$ cat src/rtl/imem_dmem_arbiter.sv
// imem_dmem_arbiter: shares one single-port memory between fetch and data requesters,
// one transaction at a time, with fetch-starvation protection, kill and timeout handling.
module imem_dmem_arbiter #(
    parameter int AW = 32,
    parameter int DW = 32,
    parameter int TIMEOUT = 16,
    parameter int STARVE_LIMIT = 3
) (
    input  logic          clk,
    input  logic          reset_n,
    input  logic          i_req,
    input  logic [AW-1:0] i_addr,
    input  logic          i_kill,
    output logic          i_ready,
    output logic [DW-1:0] i_rdata,
    input  logic          d_req,
    input  logic          d_we,
    input  logic [AW-1:0] d_addr,
    input  logic [DW-1:0] d_wdata,
    output logic          d_ready,
    output logic [DW-1:0] d_rdata,
    output logic          bus_err,
    output logic          mem_en,
    output logic          mem_we,
    output logic [AW-1:0] mem_addr,
    output logic [DW-1:0] mem_wdata,
    input  logic [DW-1:0] mem_rdata,
    input  logic          mem_valid,
    output logic          stall_f,
    output logic          stall_m
);
    typedef enum logic [1:0] {IDLE, I_BUSY, D_BUSY} state_t;
    localparam logic [7:0] waitLast = 8'(TIMEOUT - 1);
    localparam logic [3:0] starveMax = 4'(STARVE_LIMIT);
    state_t state, nextState;
    logic [7:0] waitCnt;
    logic [3:0] starveCnt;
    logic killed;
    logic fetchOk, forceFetch, grantI, grantD, busy, done, iDone, dDone;
    always_comb begin
        fetchOk = i_req && !i_kill;
        forceFetch = fetchOk && starveCnt == starveMax;
        grantI = state == IDLE && fetchOk && (forceFetch || !d_req);
        grantD = state == IDLE && d_req && !forceFetch;
        busy = state != IDLE;
        done = busy && (mem_valid || waitCnt == waitLast);
        // a kill seen on the completion cycle itself also swallows the response
        iDone = state == I_BUSY && done && !killed && !i_kill;
        dDone = state == D_BUSY && done;
        nextState = grantI ? I_BUSY : grantD ? D_BUSY : done ? IDLE : state;
    end
    // every output is forced low while reset_n is asserted
    always_comb begin
        mem_en = reset_n && (grantI || grantD);
        mem_we = reset_n && grantD && d_we;
        mem_addr = !reset_n ? '0 : grantD ? d_addr : grantI ? i_addr : '0;
        mem_wdata = (reset_n && grantD) ? d_wdata : '0;
        i_ready = reset_n && iDone;
        d_ready = reset_n && dDone;
        i_rdata = (i_ready && mem_valid) ? mem_rdata : '0;
        d_rdata = (d_ready && mem_valid) ? mem_rdata : '0;
        bus_err = (i_ready || d_ready) && !mem_valid;
        stall_f = reset_n && i_req && !i_ready;
        stall_m = reset_n && d_req && !d_ready;
    end
    always_ff @(posedge clk or negedge reset_n) begin
        if (!reset_n) begin
            state <= IDLE;
            waitCnt <= '0;
            starveCnt <= '0;
            killed <= 1'b0;
        end else begin
            state <= nextState;
            waitCnt <= (busy && !done) ? waitCnt + 8'd1 : '0;
            killed <= state == I_BUSY && !done && (killed || i_kill);
            if (grantI)
                starveCnt <= '0;
            else if (grantD && fetchOk && starveCnt != starveMax)
                starveCnt <= starveCnt + 4'd1;
        end
    end
endmodule

$ cat config.mk
export PLATFORM = sky130hd
export DESIGN_NAME = imem_dmem_arbiter
export DESIGN_NICKNAME = d
export VERILOG_FILES = /design/src/rtl/imem_dmem_arbiter.sv
export SDC_FILE = /design/constraint.sdc
export NUM_CORES = 1
export LEC_CHECK = 0
export ABC_AREA = 0
export CORE_AREA = 2 2 104 106
export CTS_CLUSTER_DIAMETER = 40
export DETAILED_ROUTE_END_ITERATION = 8
export DIE_AREA = 0 0 106 108
export GPL_TIMING_DRIVEN = 1
export HOLD_SLACK_MARGIN = 0.15
export PLACE_DENSITY_LB_ADDON = 0.08
export SETUP_SLACK_MARGIN = 0.5
export SLEW_MARGIN = 25
export SYNTH_ARGS = -nofsm -noshare
export SYNTH_HDL_FRONTEND = slang
export SYNTH_SLANG_ARGS = --single-unit
$ cat constraint.sdc
create_clock -name clk -period 5.25 [get_ports clk]
set_input_delay 1.05 -clock clk [delete_from_list [all_inputs] [get_ports clk]]
set_output_delay 1.05 -clock clk [all_outputs]
set_load 0.005 [all_outputs]
### Word level (Yosys, flattened, before mapping)

Index checks and enable logic that the tools add are counted.

* $add $sub $neg: 2
* equality and inequality tests: 5
* mux-type cells: 12
* reductions and logical operators: 45

Operators with widths (number)
* two-way mux 32 bit: 6
* logical AND 1 bit: 28
* adder 8 x 1 -> 8 bit (second input constant): 1
* == test 8 x 4 -> 1 bit (second input constant): 1
* zero test 1 bit: 8
* two-way mux 4 bit: 2
* two-way mux 8 bit: 1
* two-way mux 2 bit: 3
* logical OR 1 bit: 5
* adder 4 x 1 -> 4 bit (second input constant): 1
* == test 4 x 2 -> 1 bit (second input constant): 1
* != test 4 x 2 -> 1 bit (second input constant): 1
* nonzero test 2 bit: 2
* nonzero test 3 bit: 1
* == test 2 x 1 -> 1 bit (second input constant): 1
* == test 2 bit (second input constant): 1
* zero test 2 bit: 1

* bits in registers: 15
* input bits: 135
* output and inout port bits: 135
* logic and storage cells: 68

### Logic depth before layout (Yosys ltp)

* word-level depth: 9
* mapped depth: 6
* gate-level depth less buffers: 4

### Worst setup path after synthesis

OpenSTA, ideal clock, no wires.

* kind: input port to output port
* start point: in i_kill
* end point: out mem_addr[24]
* arrival: 2069 ps
* required time: 4200 ps
* slack: 2131 ps
* cell stages on the path: 5
* path buffers: 2
* path through: nand2b_1 o2111a_1 buf_2 buf_6 a22o_2

* cells in the longest elaborated chain, start to end: 8
* elaborated cells between the ends (all ways): 11

Ends and longest elaborated chain
* start, declared: RTL line 13 `input logic i_kill,`
* zero test 1 bit (*): RTL line 41 `fetchOk = i_req && !i_kill;`
* logical AND 1 bit (*): RTL line 41
* logical AND 1 bit: RTL line 42 `forceFetch = fetchOk && starveCnt == starveMax;`
* logical OR 1 bit: RTL line 43 `grantI = state == IDLE && fetchOk && (forceFetch || !d_req);`
* logical AND 1 bit: RTL line 43
* two-way mux 32 bit: RTL line 56 `mem_addr = !reset_n ? '0 : grantD ? d_addr : grantI ? i_addr : '0;`
* two-way mux 32 bit (*) (2 in series): RTL line 56
* end, declared: RTL line 25 `output logic [AW-1:0] mem_addr,`

Every way passes the cells marked *; elsewhere a longest branch is shown, timed or not.

### Worst setup path after layout

* start point: in i_kill
* end point: out mem_addr[22]

The elaborated chain is that of the path after synthesis.

==> impl_metrics.env <==
export IMPL_synth_edf_count=0
export IMPL_ys_ff_latch=15
export IMPL_synth_top_cell_area_share=0.326
export IMPL_fmax_mhz=229
export IMPL_portBuffers=269
export IMPL_layout_common_cells="269 x clkdlybuf4s50_1, 97 x and2_1, 26 x a22o_2, 15 x dfrtp_1"
export IMPL_arrival_ns=3.31
export IMPL_postCtsSetupRepairBufs=0
export IMPL_comb_power_share=0.595
export IMPL_min_period_over_period=0.831
export IMPL_hold_end="waitCnt[0]$_DFF_PN0_"
export IMPL_globalRouteMet3Util=0.0482
export IMPL_hold_viol=0
export IMPL_yosysSeqAreaShare=0.202
export IMPL_multi_input_area_mm2=0.00137
export IMPL_rsz0062_at_grt="false"
export IMPL_clkLatencyLatePin_ns=0.25
export IMPL_async_flop_share=1.00
export IMPL_slew_violations=0
export IMPL_wl_per_cell_um=17.8
export IMPL_placed_cells=628
export IMPL_crit_family="buffers and inverters"
export IMPL_gr_usage_met2=0.331
export IMPL_slew_headroom=0.624
export IMPL_drt_iter0_markers=100
export IMPL_n_antenna_cell=0
export IMPL_r2r_end="starveCnt[0]$_DFFE_PN0P_"
export IMPL_dp_hpwl_mm=9.70
export IMPL_synth_distinct_cells=38
export IMPL_switching_share=0.300
export IMPL_fin_cells=632
export IMPL_die_area_mm2=0.0114
export IMPL_cts_buffers=3
export IMPL_syn_area_per_cell_um2=7.95
export IMPL_busiest_layer="met2"
export IMPL_mostFrequentLayoutCell="clkdlybuf4s50_1"
export IMPL_cts_tree="done"
export IMPL_die_h_um=108
export IMPL_synth_largest_area_cell="and2_1"
export IMPL_period_needed_ns=4.36
export IMPL_synthFlopType="dfrtp_1"
export IMPL_fp_row_count=37
export IMPL_drv_cap=0
export IMPL_syn_num_nets=371
export IMPL_grt_max_degree=34
export IMPL_peakVddDrop_uv=66.9
export IMPL_crit_path_start_kind="primary input"
export IMPL_postRouteAntennaNets=0
export IMPL_gp_congestion=0.804
export IMPL_routed_wl_mm=11.2
export IMPL_worst_pin_slew_ns=0.557
export IMPL_grt_use_total=0.185
export IMPL_yosysWarnings=0
export IMPL_io_pin_count=270
export IMPL_drc=0
export IMPL_fill_cells=1002
export IMPL_grt_pass1_vias=2781
export IMPL_whs_path_depth=1
export IMPL_skew_ns=0.00776
export IMPL_reg2reg_slack_ns=3.48
export IMPL_p_int_mw=0.414
export IMPL_crit_chain="clkdlybuf4s50_1 -> nand2b_1 -> o2111a_2 -> buf_4 -> a22o_2 -> clkdlybuf4s50_1"
export IMPL_crit_type="primary input to output pin"
export IMPL_grtUsageMet1=0.233
export IMPL_cp_slowest_cell="clkdlybuf4s50_1"
export IMPL_p_leak_nw=1.83
export IMPL_worstHoldStart="waitCnt[0]$_DFF_PN0_"
export IMPL_fp_dieW_um=106
export IMPL_synth_area_mm2=0.00186
export IMPL_first_pass_iters=4
export IMPL_worstHoldPathType="flip-flop to flip-flop"
export IMPL_p_sw_mw=0.178
export IMPL_drive_above_1_share=0.0847
export IMPL_fin_nets=634
export IMPL_cellPowerDensity_mw_per_mm2=125
export IMPL_grt_ovfl_total=0
export IMPL_status="completed"
export IMPL_cp_max_fo=25
export IMPL_final_setup_viol_count=0
export IMPL_clockBufferDepth=2
export IMPL_critical_path_required_ns=4.20
export IMPL_htreeDepth=1
export IMPL_syn_to_final_growth_pct=154
export IMPL_crit_path_frequent_cell="clkdlybuf4s50_1"
export IMPL_critPathMaxStageDelay_ns=0.53
export IMPL_grt_pass1_wl_mm=16.3
export IMPL_post_cts_resized=0
export IMPL_ctsHoldBuffers=0
export IMPL_syn_inst=234
export IMPL_p_clk_frac=0.159
export IMPL_crit_path_end_kind="output pin"
export IMPL_core_area_mm2=0.0102
export IMPL_regArea_um2=375
export IMPL_tns_ns=0
export IMPL_p_seq_frac=0.246
export IMPL_antenna_found_initial=0
export IMPL_clkTransAtPathRegs_ns=0.06
export IMPL_synth_area_leaders="and2_1 33%, dfrtp_1 20%, a22o_2 14%"
export IMPL_vias=2674
export IMPL_detail_route_vias_per_cell=4.23
export IMPL_crit_reg2reg_launch="starveCnt[0]$_DFFE_PN0P_"
export IMPL_start_util=0.182
export IMPL_root_buffer="clkbuf_8"
export IMPL_reg2reg_depth=4
export IMPL_cts_sinks=15
export IMPL_crit_buf_inv=3
[worst max path at each step]
stage	start	to	slack, ns	cells after the start
after global placement	i_kill	mem_addr[22]	0.91	6
after CTS	i_kill	mem_addr[22]	0.89	6
after detailed placement	i_kill	mem_addr[22]	0.89	6
after global routing	i_kill	mem_addr[22]	0.73	6
final	i_kill	mem_addr[22]	0.89	6
after floorplan	i_kill	mem_addr[24]	2.13	5
[routing by layer]
layer,up-vias,share of wire
met4,0,0.0024
li1,1342,-
met1,1201,0.42
met3,2,0.077
met5,-,0
met2,129,0.50
[cell families (layout without fill, tap and decap cells)]
| family | count (synthesis) | after routing | share of synthesized area |
|---|---|---|---|
| simple gates | 135 | 135 | 0.444 |
| compound gates | 56 | 56 | 0.263 |
| buf+inv | 23 | 285 | 0.0633 |
| flops | 15 | 15 | 0.202 |
| xor+xnor | 3 | 3 | 0.0141 |
| fa+ha+maj | 2 | 2 | 0.0135 |
[cell usage after synthesis (2+ instances only)]
cell type / n
and2_1: 97
or2_2: 3
a21o_1: 2
o21ai_0: 6
dfrtp_1: 15
xnor2_1: 2
or3_1: 4
buf_6: 4
nand2_1: 5
and3_1: 3
a21oi_1: 7
nor4_1: 2
a22o_2: 26
a22o_1: 6
nand2b_1: 2
nor4b_1: 2
inv_1: 6
ha_1: 2
clkbuf_1: 12
nand3_1: 4
nor2_1: 7
[sequential cells by signal, summed over array words and instances (netlist names)]
name       flops
waitCnt        8
starveCnt      4
killed         1
state          2
[final cells by class]
type | instances | share of cell area
sequential | 15 | 0.0796
multi-input combinational | 196 | 0.290
clock buffer | 4 | 0.00955
tap | 136 | 0.0361
inverter | 6 | 0.00477
timing repair buffer | 275 | 0.580
[worst reg2reg max path: cells and delay by family (launching register included)]
family	cells	cell delay [ns]
AO/OA/AOI/OAI	2	0.65
adder cells (fa/ha/maj)	1	0.18
flip-flops	1	0.39
AND/OR/NAND/NOR	1	0.42
[metrics by stage]
step | utilization | power [mW] | setup slack, ns | hold slack, ns | cell area, µm²
4_1_cts | 0.461 | 0.597 | 0.886 | 0.488 | 4720
3_3_place_gp | 0.457 | 0.501 | 0.906 | 0.472 | 4670
5_1_grt | 0.461 | 0.635 | 0.729 | 0.513 | 4720
2_1_floorplan | - | 0.264 | 2.13 | 0.455 | 1860
6_report | 0.461 | 0.592 | 0.890 | 0.485 | 4720
3_5_place_dp | 0.457 | 0.502 | 0.891 | 0.480 | 4670
[power by group through the flow]
stage	logic [mW]	registers [mW]	clock network, mW
after floorplan	0.120	0.144	0
after global placement	0.354	0.147	0
after detailed placement	0.355	0.147	0
after CTS	0.356	0.145	0.0957
after global routing	0.383	0.148	0.103
final	0.352	0.146	0.0940
Power figures use the tool's default switching activity.
